### config.mk
export PLATFORM = sky130hd
export DESIGN_NAME = wm8731_config_sequencer_flat
export DESIGN_NICKNAME = d
export VERILOG_FILES = /design/src/rtl/wm8731_cfg_pkg.sv /design/src/rtl/wm8731_config_sequencer_if.sv /design/src/rtl/wm8731_cfg_rom.sv /design/src/rtl/wm8731_config_sequencer.sv /design/src/flat_wrapper.sv
export SDC_FILE = /design/constraint.sdc
export NUM_CORES = 1
export LEC_CHECK = 0
export BUFFER_PORTS_ARGS = -buffer_cell sky130_fd_sc_hd__buf_4
export CAP_MARGIN = 20
export CORE_UTILIZATION = 25
export DETAILED_ROUTE_END_ITERATION = 16
export PLACE_DENSITY = 0.54
export RECOVER_POWER = 25
export REMOVE_ABC_BUFFERS = 1
export SLEW_MARGIN = 5
export SYNTH_ARGS = -nofsm -noshare
export SYNTH_HDL_FRONTEND = slang
export SYNTH_HIERARCHICAL = 1
export SYNTH_SLANG_ARGS = --single-unit
export TNS_END_PERCENT = 10
### constraint.sdc
create_clock -name MCLK -period 2.5 [get_ports MCLK]
set_input_delay 0.625 -clock MCLK [delete_from_list [all_inputs] [get_ports MCLK]]
set_output_delay 0.625 -clock MCLK [all_outputs]
set_load 0.05 [all_outputs]
### src/rtl/wm8731_cfg_pkg.sv
// Shared types and constants for the WM8731 configuration sequencer:
// FSM states, codec register addresses and the default init table.
package wm8731_cfg_pkg;

    localparam int unsigned WORD_W           = 16;
    localparam int unsigned INDEX_W          = 4;
    localparam int unsigned NUM_REGS_DEFAULT = 11;

    typedef enum logic [2:0] {
        ST_IDLE,
        ST_LOAD_T,
        ST_LOAD_R,
        ST_ISSUE,
        ST_WAIT_FIN,
        ST_GAP
    } cfg_state_e;

    localparam logic [6:0] R0_LLINE_IN   = 7'h00;
    localparam logic [6:0] R1_RLINE_IN   = 7'h01;
    localparam logic [6:0] R2_LHP_OUT    = 7'h02;
    localparam logic [6:0] R3_RHP_OUT    = 7'h03;
    localparam logic [6:0] R4_ANALOG     = 7'h04;
    localparam logic [6:0] R5_DIGITAL    = 7'h05;
    localparam logic [6:0] R6_POWER      = 7'h06;
    localparam logic [6:0] R7_IFACE      = 7'h07;
    localparam logic [6:0] R8_SAMPLING   = 7'h08;
    localparam logic [6:0] R9_ACTIVE     = 7'h09;
    localparam logic [6:0] R15_RESET     = 7'h0F;

    // Each word is {register address[6:0], data[8:0]}
    localparam logic [WORD_W-1:0] CFG_W0  = {R15_RESET,   9'h000};
    localparam logic [WORD_W-1:0] CFG_W1  = {R6_POWER,    9'h000};
    localparam logic [WORD_W-1:0] CFG_W2  = {R0_LLINE_IN, 9'h017};
    localparam logic [WORD_W-1:0] CFG_W3  = {R1_RLINE_IN, 9'h017};
    localparam logic [WORD_W-1:0] CFG_W4  = {R2_LHP_OUT,  9'h079};
    localparam logic [WORD_W-1:0] CFG_W5  = {R3_RHP_OUT,  9'h079};
    localparam logic [WORD_W-1:0] CFG_W6  = {R4_ANALOG,   9'h012};
    localparam logic [WORD_W-1:0] CFG_W7  = {R5_DIGITAL,  9'h000};
    localparam logic [WORD_W-1:0] CFG_W8  = {R7_IFACE,    9'h042};
    localparam logic [WORD_W-1:0] CFG_W9  = {R8_SAMPLING, 9'h000};
    localparam logic [WORD_W-1:0] CFG_W10 = {R9_ACTIVE,   9'h001};

endpackage

### src/rtl/wm8731_config_sequencer_if.sv
// Runtime write request channel and IIC writer handshake, grouped as one bundle.
interface wm8731_config_sequencer_if;
    import wm8731_cfg_pkg::*;

    logic              WR_REQ;
    logic [WORD_W-1:0] WR_DATA;
    logic              WR_ACK;
    logic              IIC_ENABLE;
    logic [WORD_W-1:0] IIC_DATA;
    logic              IIC_FINISHED;

    modport master (
        input  WR_REQ, WR_DATA, IIC_FINISHED,
        output WR_ACK, IIC_ENABLE, IIC_DATA
    );

    modport slave (
        output WR_REQ, WR_DATA, IIC_FINISHED,
        input  WR_ACK, IIC_ENABLE, IIC_DATA
    );
endinterface

### src/rtl/wm8731_cfg_rom.sv
// Combinational lookup of the default WM8731 init table.
module wm8731_cfg_rom
    import wm8731_cfg_pkg::*;
(
    input  logic [INDEX_W-1:0] index,
    output logic [WORD_W-1:0]  word
);

    always_comb begin
        word = '0;
        case (index)
            4'd0:    word = CFG_W0;
            4'd1:    word = CFG_W1;
            4'd2:    word = CFG_W2;
            4'd3:    word = CFG_W3;
            4'd4:    word = CFG_W4;
            4'd5:    word = CFG_W5;
            4'd6:    word = CFG_W6;
            4'd7:    word = CFG_W7;
            4'd8:    word = CFG_W8;
            4'd9:    word = CFG_W9;
            4'd10:   word = CFG_W10;
            default: word = '0;
        endcase
    end

endmodule

### src/rtl/wm8731_config_sequencer.sv
// Drives the IIC writer through the WM8731 init table, then serves runtime
// single-word writes; each transfer is bounded by a FINISHED timeout.
module wm8731_config_sequencer
    import wm8731_cfg_pkg::*;
#(
    parameter int unsigned NUM_REGS       = NUM_REGS_DEFAULT,
    parameter int unsigned GAP_CYCLES     = 1024,
    parameter int unsigned TIMEOUT_CYCLES = 65536
)(
    input  logic                 MCLK,
    input  logic                 RESET,
    input  logic                 START,
    wm8731_config_sequencer_if.master bus,
    output logic                 BUSY,
    output logic                 CFG_DONE,
    output logic                 CFG_ERR,
    output logic [INDEX_W-1:0]   CFG_INDEX
);

    localparam int unsigned CNT_MAX = (GAP_CYCLES > TIMEOUT_CYCLES) ? GAP_CYCLES : TIMEOUT_CYCLES;
    localparam int unsigned CNT_W   = $clog2(CNT_MAX);

    cfg_state_e         state_q, state_n;
    logic               enable_q, enable_n;
    logic [WORD_W-1:0]  data_q, data_n;
    logic               ack_q, ack_n;
    logic               busy_q;
    logic               done_q, done_n;
    logic               err_q, err_n;
    logic [INDEX_W-1:0] index_q, index_n;
    logic [CNT_W-1:0]   cnt_q, cnt_n;
    logic               src_r_q, src_r_n;
    logic               abort_q, abort_n;
    logic               fin_q;
    logic               fin_rise;
    logic [WORD_W-1:0]  rom_word;

    wm8731_cfg_rom u_rom (
        .index (index_q),
        .word  (rom_word)
    );

    assign fin_rise = bus.IIC_FINISHED & ~fin_q;

    // State and output registers
    always_ff @(posedge MCLK) begin
        if (RESET) begin
            state_q  <= ST_IDLE;
            enable_q <= 1'b0;
            data_q   <= '0;
            ack_q    <= 1'b0;
            busy_q   <= 1'b0;
            done_q   <= 1'b0;
            err_q    <= 1'b0;
            index_q  <= '0;
            cnt_q    <= '0;
            src_r_q  <= 1'b0;
            abort_q  <= 1'b0;
            fin_q    <= 1'b0;
        end else begin
            state_q  <= state_n;
            enable_q <= enable_n;
            data_q   <= data_n;
            ack_q    <= ack_n;
            busy_q   <= (state_n != ST_IDLE);
            done_q   <= done_n;
            err_q    <= err_n;
            index_q  <= index_n;
            cnt_q    <= cnt_n;
            src_r_q  <= src_r_n;
            abort_q  <= abort_n;
            fin_q    <= bus.IIC_FINISHED;
        end
    end

    // Next-state and next-output logic
    always_comb begin
        state_n  = state_q;
        enable_n = enable_q;
        data_n   = data_q;
        ack_n    = 1'b0;
        done_n   = done_q;
        err_n    = err_q;
        index_n  = index_q;
        cnt_n    = cnt_q;
        src_r_n  = src_r_q;
        abort_n  = abort_q;

        case (state_q)
            ST_IDLE: begin
                if (START) begin
                    index_n = '0;
                    done_n  = 1'b0;
                    err_n   = 1'b0;
                    state_n = ST_LOAD_T;
                // Skip the ACK cycle so a requester still holding WR_REQ is not served twice
                end else if (bus.WR_REQ && done_q && !ack_q) begin
                    state_n = ST_LOAD_R;
                end
            end
            ST_LOAD_T: begin
                data_n  = rom_word;
                src_r_n = 1'b0;
                abort_n = 1'b0;
                state_n = ST_ISSUE;
            end
            ST_LOAD_R: begin
                data_n  = bus.WR_DATA;
                src_r_n = 1'b1;
                abort_n = 1'b0;
                state_n = ST_ISSUE;
            end
            ST_ISSUE: begin
                enable_n = 1'b1;
                cnt_n    = '0;
                state_n  = ST_WAIT_FIN;
            end
            ST_WAIT_FIN: begin
                cnt_n = cnt_q + CNT_W'(1);
                if (fin_rise) begin
                    enable_n = 1'b0;
                    cnt_n    = '0;
                    state_n  = ST_GAP;
                end else if (cnt_q == CNT_W'(TIMEOUT_CYCLES - 1)) begin
                    enable_n = 1'b0;
                    err_n    = 1'b1;
                    abort_n  = 1'b1;
                    cnt_n    = '0;
                    state_n  = ST_GAP;
                end
            end
            ST_GAP: begin
                cnt_n = cnt_q + CNT_W'(1);
                if (cnt_q == CNT_W'(GAP_CYCLES - 1)) begin
                    cnt_n = '0;
                    if (abort_q) begin
                        state_n = ST_IDLE;
                    end else if (src_r_q) begin
                        ack_n   = 1'b1;
                        state_n = ST_IDLE;
                    end else if (index_q == INDEX_W'(NUM_REGS - 1)) begin
                        done_n  = 1'b1;
                        state_n = ST_IDLE;
                    end else begin
                        index_n = index_q + INDEX_W'(1);
                        state_n = ST_LOAD_T;
                    end
                end
            end
            default: state_n = ST_IDLE;
        endcase
    end

    assign bus.IIC_ENABLE = enable_q;
    assign bus.IIC_DATA   = data_q;
    assign bus.WR_ACK     = ack_q;
    assign BUSY           = busy_q;
    assign CFG_DONE       = done_q;
    assign CFG_ERR        = err_q;
    assign CFG_INDEX      = index_q;

endmodule

### src/flat_wrapper.sv
// flat-port wrapper written by rule: the top's interface ports become plain ports
module wm8731_config_sequencer_flat import wm8731_cfg_pkg::*;
#(
    parameter int unsigned NUM_REGS       = NUM_REGS_DEFAULT,
    parameter int unsigned GAP_CYCLES     = 1024,
    parameter int unsigned TIMEOUT_CYCLES = 65536
)
  (MCLK, RESET, START, BUSY, CFG_DONE, CFG_ERR, CFG_INDEX, bus_WR_REQ, bus_WR_DATA, bus_IIC_FINISHED, bus_WR_ACK, bus_IIC_ENABLE, bus_IIC_DATA);
  wm8731_config_sequencer_if bus_i ();
  input  logic MCLK;
  input  logic RESET;
  input  logic START;
  output logic BUSY;
  output logic CFG_DONE;
  output logic CFG_ERR;
  output logic [INDEX_W-1:0] CFG_INDEX;
  input wire logic [$bits(bus_i.WR_REQ)-1:0] bus_WR_REQ;
  input wire logic [$bits(bus_i.WR_DATA)-1:0] bus_WR_DATA;
  input wire logic [$bits(bus_i.IIC_FINISHED)-1:0] bus_IIC_FINISHED;
  output wire logic [$bits(bus_i.WR_ACK)-1:0] bus_WR_ACK;
  output wire logic [$bits(bus_i.IIC_ENABLE)-1:0] bus_IIC_ENABLE;
  output wire logic [$bits(bus_i.IIC_DATA)-1:0] bus_IIC_DATA;
  assign bus_i.WR_REQ = bus_WR_REQ;
  assign bus_i.WR_DATA = bus_WR_DATA;
  assign bus_i.IIC_FINISHED = bus_IIC_FINISHED;
  assign bus_WR_ACK = bus_i.WR_ACK;
  assign bus_IIC_ENABLE = bus_i.IIC_ENABLE;
  assign bus_IIC_DATA = bus_i.IIC_DATA;
  wm8731_config_sequencer #(.NUM_REGS(NUM_REGS), .GAP_CYCLES(GAP_CYCLES), .TIMEOUT_CYCLES(TIMEOUT_CYCLES)) u_core (.MCLK(MCLK), .RESET(RESET), .START(START), .bus(bus_i), .BUSY(BUSY), .CFG_DONE(CFG_DONE), .CFG_ERR(CFG_ERR), .CFG_INDEX(CFG_INDEX));
endmodule
==> metrics.yaml, run 1 <==
grt:
  grt_first_pass_wirelength_um: 9430
  grtUsageTotal_pct: 11.3
  grt_pass1_vias: 2018
  antenna_found_initial: 0
  gr-total-overflow: 0
  grt_max_degree: 33
setup_path:
  cp-end-kind: "flip-flop"
  worstSetupPathType: "flip-flop to flip-flop"
  cp-start-kind: "flip-flop"
  cp.arrival_ns: 2.28
  crit_fanout: 7
  timing.rr.start: "u_core/cnt_q[0]"
  crit_required_ns: 2.68
  cp-startpoint: "u_core/cnt_q[0]"
worst_hold_path:
  min_from: "u_core/bus.IIC_ENABLE"
  hp-class: "flip-flop to flip-flop"
yosys:
  synth_cells: 281
  synth_edf_count: 0
  ys_warn_count: 6
  syn_area_per_cell_um2: 8.98
  synth_top_family_by_area: "simple AND/OR/NAND/NOR gates"
  synth_seq_cells: 47
  synthXorXnorAreaFrac_pct: 1.39
  synth_cell_type_count: 54
  ys.flop_type: "dfxtp_1"
  yosys.area_share.adder_pct: 4.46
  synthArstFlopShare_pct: 0
  synthSimpleGateAreaFrac_pct: 23.9
  syn_area_um2: 2520
  ys_seq_area_share_pct: 37.3
  synth_compound_area_share_pct: 19.1
  synth_mux_area_share_pct: 7.94
floorplanning:
  fp-row-count: 36
  io_pins: 46
  core_area_um2: 9770
  start_util_pct: 25.8
  die_area_um2: 10500
  die_h_um: 102
  die_w_um: 102
timing:
  max-slew-margin-rel_pct: 59.7
  min_period_ns: 2.11
  drv_slew: 0
  setup_viol: 0
  max_slew.worst_pin.slew_ns: 0.589
  max_freq_ghz: 0.475
  worst_hold_slack_ns: 0.472
  setup_slack_ns: 0.394
  clock-skew-final_ns: 0.00372
  fin_crit_sh_pct: 84.2
  finalHoldViolations: 0
  rsz0062_at_grt: "false"
detailed_routing:
  drt_iter0_markers: 59
  ant_nets: 0
  detail_route.wl_per_cell_um: 12.5
  totalWireLength_um: 5740
  vias_per_cell: 4.68
  num_vias: 2144
  drc_errors: 0
  dr.pass1.iters: 4
clock_tree:
  tritoncts: "built"
  clockRootBuffer: "clkbuf_8"
  clkTransAtPathRegs_ns: 0.08
  worstSkewPairLatency_ns: 0.29
  cts_resized: 0
  hold_buffers: 0
  cts_buffer_depth: 2
  cts_setup_buffers: 0
  cts_buffers: 5
  h-tree-depth: 2
  cts.sinks: 47
run_status:
  run_status: "finished clean"
place:
  pre_cts_ws_ns: 0.327
  gp_congestion: 0.779
  port_buffers: 45
  placedCellCount: 451
  place_hpwl_um: 4120
layout:
  fin_nets: 355
  drive_gt1_share_pct: 18.2
  fin_cells: 458
  n_antenna_cell: 0
  area_growth_pct: 20.5
power:
  p_leak_uw: 0.00115
  p_per_area_nw_per_um2: 970
  power_uw: 2950
  ir_drop_mv: 0.483
job:
  max_cap_viol_count: 0
==> flip-flops by register name, summed over array words and instances (netlist names) <==
name                   flops
u_core/bus.IIC_DATA       16
u_core/cnt_q              16
u_core/CFG_INDEX           4
u_core/state_q             3
u_core/BUSY                1
u_core/CFG_DONE            1
u_core/CFG_ERR             1
u_core/abort_q             1
u_core/bus.IIC_ENABLE      1
u_core/bus.WR_ACK          1
u_core/fin_q               1
u_core/src_r_q             1
==> cells in the mapped netlist (2+ instances only) <==
| master | count | share of area [%] |
|---|---|---|
| a21o_1 | 5 | 1.5 |
| nor3_1 | 3 | 0.60 |
| xnor2_1 | 2 | 0.69 |
| xor2_1 | 2 | 0.69 |
| and3_1 | 4 | 0.99 |
| nor2_1 | 34 | 5.1 |
| a21oi_1 | 9 | 1.8 |
| or2_2 | 2 | 0.50 |
| and2b_2 | 2 | 0.69 |
| o21ai_0 | 6 | 1.2 |
| clkbuf_1 | 10 | 1.5 |
| nand4_1 | 2 | 0.50 |
| nor2b_1 | 7 | 1.7 |
| a22oi_1 | 2 | 0.60 |
| inv_1 | 5 | 0.74 |
| nand3_1 | 8 | 1.6 |
| ha_1 | 9 | 4.5 |
| and4_1 | 5 | 1.7 |
| buf_6 | 2 | 0.89 |
| a311oi_1 | 2 | 0.69 |
| nand2_1 | 11 | 1.6 |
| a211oi_1 | 18 | 5.4 |
| a22o_1 | 5 | 1.7 |
| a31oi_1 | 10 | 2.5 |
| or3_1 | 4 | 0.99 |
| nor3b_1 | 3 | 0.89 |
| nand2b_1 | 5 | 1.2 |
| mux2i_1 | 20 | 7.9 |
| nand3b_1 | 5 | 1.5 |
| dfxtp_1 | 47 | 37 |
| buf_2 | 4 | 0.79 |
| buf_4 | 6 | 1.8 |
==> metal layers <==
| metal | vias to the layer above | track usage [%] | part of all wire (%) |
|---|---|---|---|
| li1 | 1112 | - | - |
| met1 | 995 | 14.8 | 49 |
| met2 | 33 | 18.8 | 47 |
| met3 | 4 | 1.85 | 3.0 |
| met4 | 0 | 3.96 | 1.0 |
| met5 | - | 0 | 0 |
==> logic make-up after synthesis <==
logic type | Yosys count
muxes | 20
xor gates and xnor gates | 4
and+or+nand+nor | 106
other | 1
DFF | 47
AOI/OAI and AO/OA | 67
buffers and inverters | 27
adders and majority gates | 9
==> report_power, final <==
part           leakage (uW)  switching [uW]  internal (uW)
clock network     0.0000470             245            217
logic              0.000718            1000            440
registers          0.000384             128            916
==> path summary, 6_finish.rpt <==
check | to | slack (ns) | cells past startpoint
max | u_core/BUSY | 0.39 | 7
min | u_core/bus.IIC_ENABLE | 0.47 | 2
max reg2reg | u_core/BUSY | 0.39 | 7
min reg2reg | u_core/bus.IIC_ENABLE | 0.47 | 2
==> per-stage QoR <==
stage,utilization (%),area [um^2],setup TNS [ns]
4_1_cts,31.7,3100,0
3_5_place_dp,30.8,3010,0
6_report,31.1,3040,0
2_1_floorplan,-,2410,-4.82
3_3_place_gp,30.8,3010,0
5_1_grt,31.1,3040,0
==> area by class of cell <==
| cell class | count | area, um^2 |
|---|---|---|
| clock buffers | 6 | 82.6 |
| clock inverters | 1 | 5.00 |
| fillers | 1072 | 6740 |
| inverters | 5 | 18.8 |
| multi-input cells | 211 | 1460 |
| flip-flops and latches | 47 | 941 |
| well taps | 133 | 166 |
| repair buffers | 55 | 365 |
==> worst max-delay path, stage by stage, from the launching register on <==
cell and delay, ns:
dfxtp_1 0.41, ha_1 0.23, nand3_1 0.20, nor4_4 0.38
buf_4 0.21, or2_2 0.13, a41oi_2 0.09, or3_1 0.36
==> placed cells by master, fill, tap and decap left out, types with 2 or more instances in the layout <==
cell type / n
nand2b_1: 5
nand3b_1: 5
a22oi_1: 2
inv_1: 5
clkbuf_1: 16
dfxtp_1: 47
xnor2_1: 2
nand4_1: 2
buf_4: 38
a21o_1: 5
or3_1: 4
a211oi_1: 18
or2_2: 2
ha_1: 9
o21ai_0: 6
nor3b_1: 2
and4_1: 5
nor2_1: 34
nand3_1: 8
mux2i_1: 20
and2b_2: 2
nand2_1: 11
a31oi_1: 10
and3_1: 4
nor2b_1: 6
xor2_1: 2
a21oi_1: 9
a311oi_1: 2
clkbuf_8: 6
a22o_1: 5
conb_1: 5
nor3_1: 3
(Power assumes the default switching activity.)
==> run 2, diff against run 1 <==
clock period = 2 ns   (was 2.5 ns; I/O delays follow)
==> run 2 against run 1 <==
  * Critical path type unchanged
  * Global-route usage rose by 0.42 points
  * Register-to-register slack worse by 0.41 ns
  * Worst hold slack got worse by 0.041 ns
  * Sequential share of layout area is 2.3 points lower
  * Sequential cell count is the same
  * Critical path depth down 1
  * The run now ends with setup timing left
  * Cell area rose by 8.3%
  * Power rose by 29%
  * Sequential power rose by 22%
  * Critical endpoint unchanged
  * Largest power group unchanged
  * Count of clock-buffer cells in the layout increased by 1
  * Worst setup slack got worse by 0.41 ns
  * Maximum frequency is 4.4% higher
==> metrics.yaml, run 2 (synthesis results as in run 1) <==
place:
  gp_congestion: 0.751  # -3.6%
  port_buffers: 45  # unchanged
  place_hpwl_um: 4380  # +6.5%
  placedCellCount: 480  # +6.4%
clock_tree:
  clockRootBuffer: "clkbuf_8"
  cts_buffers: 5  # unchanged
  cts.sinks: 47  # unchanged
  tritoncts: "built"
  h-tree-depth: 2  # unchanged
  cts_buffer_depth: 2  # unchanged
  hold_buffers: 0  # unchanged
  clkTransAtPathRegs_ns: 0.08  # about the same
  worstSkewPairLatency_ns: 0.29  # about the same
detailed_routing:
  totalWireLength_um: 5910  # +3.0%
  drc_errors: 0  # unchanged
  num_vias: 2254  # +5.1%
  detail_route.wl_per_cell_um: 12.1  # -3.7%
  vias_per_cell: 4.60  # -1.7%
  ant_nets: 0  # unchanged
  drt_iter0_markers: 72  # +22%
  dr.pass1.iters: 4  # unchanged
grt:
  antenna_found_initial: 0  # unchanged
  gr-total-overflow: 0  # unchanged
  grt_max_degree: 33  # unchanged
  grt_pass1_vias: 2104  # +4.3%
  grt_first_pass_wirelength_um: 9690  # +2.7%
  grtUsageTotal_pct: 11.7  # +0.42 points
setup_path:
  worstSetupPathType: "flip-flop to flip-flop"
  crit_required_ns: 2.17  # -0.51 ns
  rr_endpoint: "u_core/BUSY"
  ff2ff_path_depth: 6  # -1
  timing.rr.start: "u_core/cnt_q[11]"
  crit_fanout: 6  # -1
  cp.arrival_ns: 2.19  # -0.09 ns
  cp-start-kind: "flip-flop"
  cp-end-kind: "flip-flop"
  r2r_slack_ns: -0.02  # -0.41 ns
power:
  clkPwrFrac_pct: 14.3  # -1.4 points
  p_per_area_nw_per_um2: 1150  # +19%
  seqPwrFrac_pct: 33.4  # -2.0 points
  power_switching_uw: 1750  # +27%
  ir_drop_mv: 0.583  # +21%
  swShare_pct: 46.0  # -0.65 points
  power_frac_comb_pct: 52.3  # +3.4 points
  p_leak_uw: 0.00132  # +15%
  internal_power_uw: 2050  # +30%
timing:
  drv_slew: 0  # unchanged
  fin_crit_sh_pct: 101  # +17 points
  finalHoldViolations: 0  # unchanged
  tns_ns: -0.0224  # -0.0224 ns
  rsz0062_at_grt: "true"
  min_period_ns: 2.02  # -0.0884 ns
  max_freq_ghz: 0.496  # +4.4%
  setup_slack_ns: -0.0177  # -0.412 ns
  max-slew-margin-rel_pct: 59.6  # -0.087 points
  max_slew.worst_pin.slew_ns: 0.590  # +0.00127 ns
  clock-skew-final_ns: 0.00429  # +0.000567 ns
  setup_viol: 2  # +2
floorplanning:
  fp-row-count: 36  # unchanged
  io_pins: 46  # unchanged
  die_w_um: 102  # unchanged
  start_util_pct: 25.8  # unchanged
  core_area_um2: 9770  # unchanged
  die_h_um: 102  # unchanged
  die_area_um2: 10500  # unchanged
layout:
  layout_common_cells: "buf_4 (71), dfxtp_1 (45), nor2_1 (34), mux2i_1 (20), a211oi_1 (17)"
  n_antenna_cell: 0  # unchanged
  fin_nets: 386  # +8.7%
  mostFrequentLayoutCell: "buf_4"
  drive_gt1_share_pct: 26.9  # +8.7 points
  area_growth_pct: 30.5
  fin_cells: 490  # +7.0%
job:
  max_cap_viol_count: 0  # unchanged
worst_hold_path:
  min_from: "bus_IIC_FINISHED"
  holdPathEnd: "u_core/fin_q"
  hp-class: "input port to flip-flop"
  hold_depth: 2  # unchanged
run_status:
  violations: "setup timing"
  run_status: "complete, but fails checks"
run 2: what timing repair did:
item	CTS	global route
endpoints found under the hold margin	0	0
gates resized for setup	4	2
pin swaps	6	2
setup buffers	2	0
setup endpoints to repair	3	13
run 2: power groups by stage:
stage / clock network, uW / logic, uW / registers (uW)
floorplan: 0 / 792 / 1890
global placement: 0 / 2070 / 1290
detailed placement: 0 / 2080 / 1290
CTS: 579 / 2090 / 1270
global route: 619 / 2150 / 1300
finish: 542 / 1990 / 1270
run 2: routing by layer:
metal | global-route usage, % | vias to the layer above | share of wire (%)
met5 | 0 | - | 0
met4 | 3.52 | 0 | 1.0
met3 | 2.12 | 4 | 2.4
met2 | 20.1 | 27 | 48
met1 | 15.0 | 1046 | 48
li1 | - | 1177 | -
run 2: worst max-delay path by stage:
| stage | start | endpoint |
|---|---|---|
| final | u_core/cnt_q[11] | u_core/BUSY |
| after global routing | u_core/cnt_q[11] | u_core/cnt_q[15] |
| after CTS | u_core/cnt_q[15] | u_core/BUSY |
| after detailed placement | u_core/cnt_q[11] | u_core/BUSY |
| after global placement | u_core/cnt_q[11] | u_core/BUSY |
| after floorplan | u_core/state_q[1] | u_core/bus.IIC_DATA[0] |
run 2: area by class of cell:
| class | instances | area, um^2 |
|---|---|---|
| Fill cell | 1036 | 6480 |
| Multi-Input combinational cell | 211 | 1480 |
| Sequential cell | 47 | 943 |
| Timing Repair Buffer | 86 | 606 |
| Tap cell | 133 | 166 |
| Clock buffer | 7 | 76.3 |
| Inverter | 5 | 18.8 |
| Clock inverter | 1 | 5.00 |
run 2: metrics by stage:
stage	hold WS (ns)	total power [uW]	utilization, %	setup slack, ns	instance area (um^2)
final	0.432	3800	33.7	-0.0177	3290
after global routing	0.422	4060	33.7	-0.0984	3290
after CTS	0.420	3940	34.1	-0.0289	3330
after detailed placement	0.470	3380	33.0	-0.0521	3230
after global placement	0.471	3360	33.0	0.0163	3230
after floorplan	0.447	2690	-	-0.810	2410
run 2: critical path, cell delays in order, from the launching register on:
cell	delay [ns]
dfxtp_1	0.32
or4_4	0.54
nor4_4	0.30
buf_4	0.21
or2_4	0.12
a41oi_2	0.09
or3_1	0.33
==> run 3, diff against run 2 <==
clock period = 2.2 ns   (was 2 ns; I/O delays follow)
==> run 3 against run 2 <==
  * Sequential power is 9% lower
  * Cell area is 4.0% lower
  * Worst setup slack better by 0.14 ns
  * Cell count is 4.1% lower
  * Register-to-register slack better by 0.14 ns
  * Largest power group unchanged
  * The run now ends clean
  * First-iteration DRC count is 17% higher
  * Die area stayed put
  * Clock power is 39% higher
  * Worst hold slack better by 0.035 ns
  * Sequential cell count stayed put
  * Routed wire length is 4.1% lower
  * Non-clock buffer count is 20 lower
==> metrics.yaml, run 3 (synthesis results as in run 1) <==
run_status:
  run_status: "finished clean"
layout:
  area_growth_pct: 25.2
  n_antenna_cell: 0  # unchanged
  finalInstanceArea_um2: 3160  # -4.0%
  mostFrequentLayoutCell: "buf_4"
  drive_gt1_share_pct: 21.4  # -5.5 points
  layout_common_cells: "buf_4 (50), dfxtp_1 (46), nor2_1 (34), mux2i_1 (20), a211oi_1 (18)"
  fin_nets: 366  # -5.2%
place:
  port_buffers: 45  # unchanged
  gp_congestion: 0.827  # +10%
  postPlaceCellArea_um2: 3080  # -4.6%
  place_hpwl_um: 4170  # -5.0%
timing:
  max_freq_ghz: 0.482  # -2.7%
  drv_slew: 0  # unchanged
  min_period_ns: 2.07  # +0.0568 ns
  finalHoldViolations: 0  # unchanged
  rsz0062_at_grt: "false"
  fin_crit_sh_pct: 94.3  # -6.6 points
  max_slew.worst_pin.slew_ns: 0.640  # +0.0498 ns
  max-slew-margin-rel_pct: 57.5  # -2.1 points
  setup_viol: 0  # -2
  clock-skew-final_ns: 0.00653  # +0.00224 ns
  worst_hold_slack_ns: 0.467  # +0.0352 ns
  tns_ns: 0  # +0.0224 ns
setup_path:
  path_cells: "or4_4 -> nor4_4 -> buf_4 -> or2_2 -> a41oi_2 -> or3_1"
  critPathMaxStageDelay_ns: 0.52  # -0.02 ns
  worstSetupPathType: "flip-flop to flip-flop"
  rr_endpoint: "u_core/BUSY"
  path_buf_inv: 1  # unchanged
  crit_required_ns: 2.38  # +0.21 ns
  path_depth: 6  # unchanged
  r2r_slack_ns: 0.13  # +0.14 ns
  ff2ff_path_depth: 6  # unchanged
  cp-start-kind: "flip-flop"
  timing.rr.start: "u_core/cnt_q[12]"
  cp-startpoint: "u_core/cnt_q[12]"
  cp_slowest_cell: "or4_4"
  critPathTopFamily: "simple AND/OR/NAND/NOR gates"
  crit_fanout: 7  # +1
  cp-end-kind: "flip-flop"
  cp-endpoint: "u_core/BUSY"
  cp.arrival_ns: 2.26  # +0.07 ns
detailed_routing:
  drc_errors: 0  # unchanged
  detail_route.wl_per_cell_um: 12.1  # about the same
  dr.pass1.iters: 4  # unchanged
  ant_nets: 0  # unchanged
  vias_per_cell: 4.58  # -0.51%
  drt_iter0_markers: 84  # +17%
  totalWireLength_um: 5670  # -4.1%
  num_vias: 2151  # -4.6%
floorplanning:
  start_util_pct: 25.8  # unchanged
  core_area_um2: 9770  # unchanged
  io_pins: 46  # unchanged
  fp-row-count: 36  # unchanged
  die_h_um: 102  # unchanged
  die_area_um2: 10500  # unchanged
  die_w_um: 102  # unchanged
job:
  max_cap_viol_count: 0  # unchanged
clock_tree:
  worstSkewPairLatency_ns: 0.29  # about the same
  cts_buffers: 5  # unchanged
  clkTransAtPathRegs_ns: 0.09  # about the same
  cts_buffer_depth: 2  # unchanged
  tritoncts: "built"
  clockRootBuffer: "clkbuf_8"
  cts.sinks: 47  # unchanged
  h-tree-depth: 2  # unchanged
power:
  p_per_area_nw_per_um2: 1140  # -0.88%
  ir_drop_mv: 0.515  # -12%
  p_leak_uw: 0.00122  # -7.2%
grt:
  antenna_found_initial: 0  # unchanged
  grt_first_pass_wirelength_um: 9410  # -2.8%
  gr-total-overflow: 0  # unchanged
  grt_pass1_vias: 1921  # -8.7%
  grt_max_degree: 33  # unchanged
  grtUsageTotal_pct: 11.5  # -0.29 points
worst_hold_path:
  hp-class: "input port to flip-flop"
run 3: power by group:
group          switching (uW)  leakage, uW  internal (uW)
clock                     302    0.0000644            453
combinational            1170     0.000775            530
sequential                117     0.000384           1040
total                    1590      0.00122           2020
run 3: metal layers:
metal | up-vias | GRT usage, % | part of all wire [%] | wire length [um]
li1 | 1131 | - | - | -
met1 | 989 | 15.5 | 50 | 2860
met2 | 29 | 18.5 | 47 | 2640
met3 | 2 | 1.92 | 2.3 | 132
met4 | 0 | 3.63 | 0.71 | 40
met5 | - | 0 | 0 | 0
run 3: cell type report:
class | count | area, um^2
multi-input combinational | 211 | 1460
inverter | 5 | 18.8
fill | 1022 | 6620
timing repair buffer | 66 | 435
clock buffer | 5 | 68.8
tap | 133 | 166
clock inverter | 3 | 67.6
sequential | 47 | 942
run 3: through the flow:
stage	power, uW	cells	setup WS (ns)	utilization [%]
final	3610	470	0.125	32.3
after global routing	3840	470	0.0178	32.3
after CTS	3770	470	0.106	32.9
after detailed placement	2990	462	0.117	31.5
after global placement	2970	462	0.136	31.5
after floorplan	2440	263	-0.610	-
run 3: worst min-delay path by stage:
stage                                     start                    end  slack (ns)  cells past startpoint
after floorplan                 u_core/cnt_q[7]        u_core/cnt_q[7]        0.45                      1
after global placement          u_core/cnt_q[7]        u_core/cnt_q[7]        0.47                      1
after detailed placement  u_core/bus.IIC_ENABLE  u_core/bus.IIC_ENABLE        0.48                      2
after CTS                      bus_IIC_FINISHED           u_core/fin_q        0.46                      2
after global routing           bus_IIC_FINISHED           u_core/fin_q        0.48                      2
final                          bus_IIC_FINISHED           u_core/fin_q        0.47                      2
run 3: worst register-to-register path, cell delays in order, from the launching register on:
cell and delay [ns]:
dfxtp_2 0.35, or4_4 0.52, nor4_4 0.33, buf_4 0.21, or2_2 0.13, a41oi_2 0.09, or3_1 0.33
run 3: timing repair:
action	CTS	global route
hold endpoints to repair	0	0
resized for setup	0	1
setup endpoints to repair	0	4
setup buffers	0	0
hold buffers	0	0
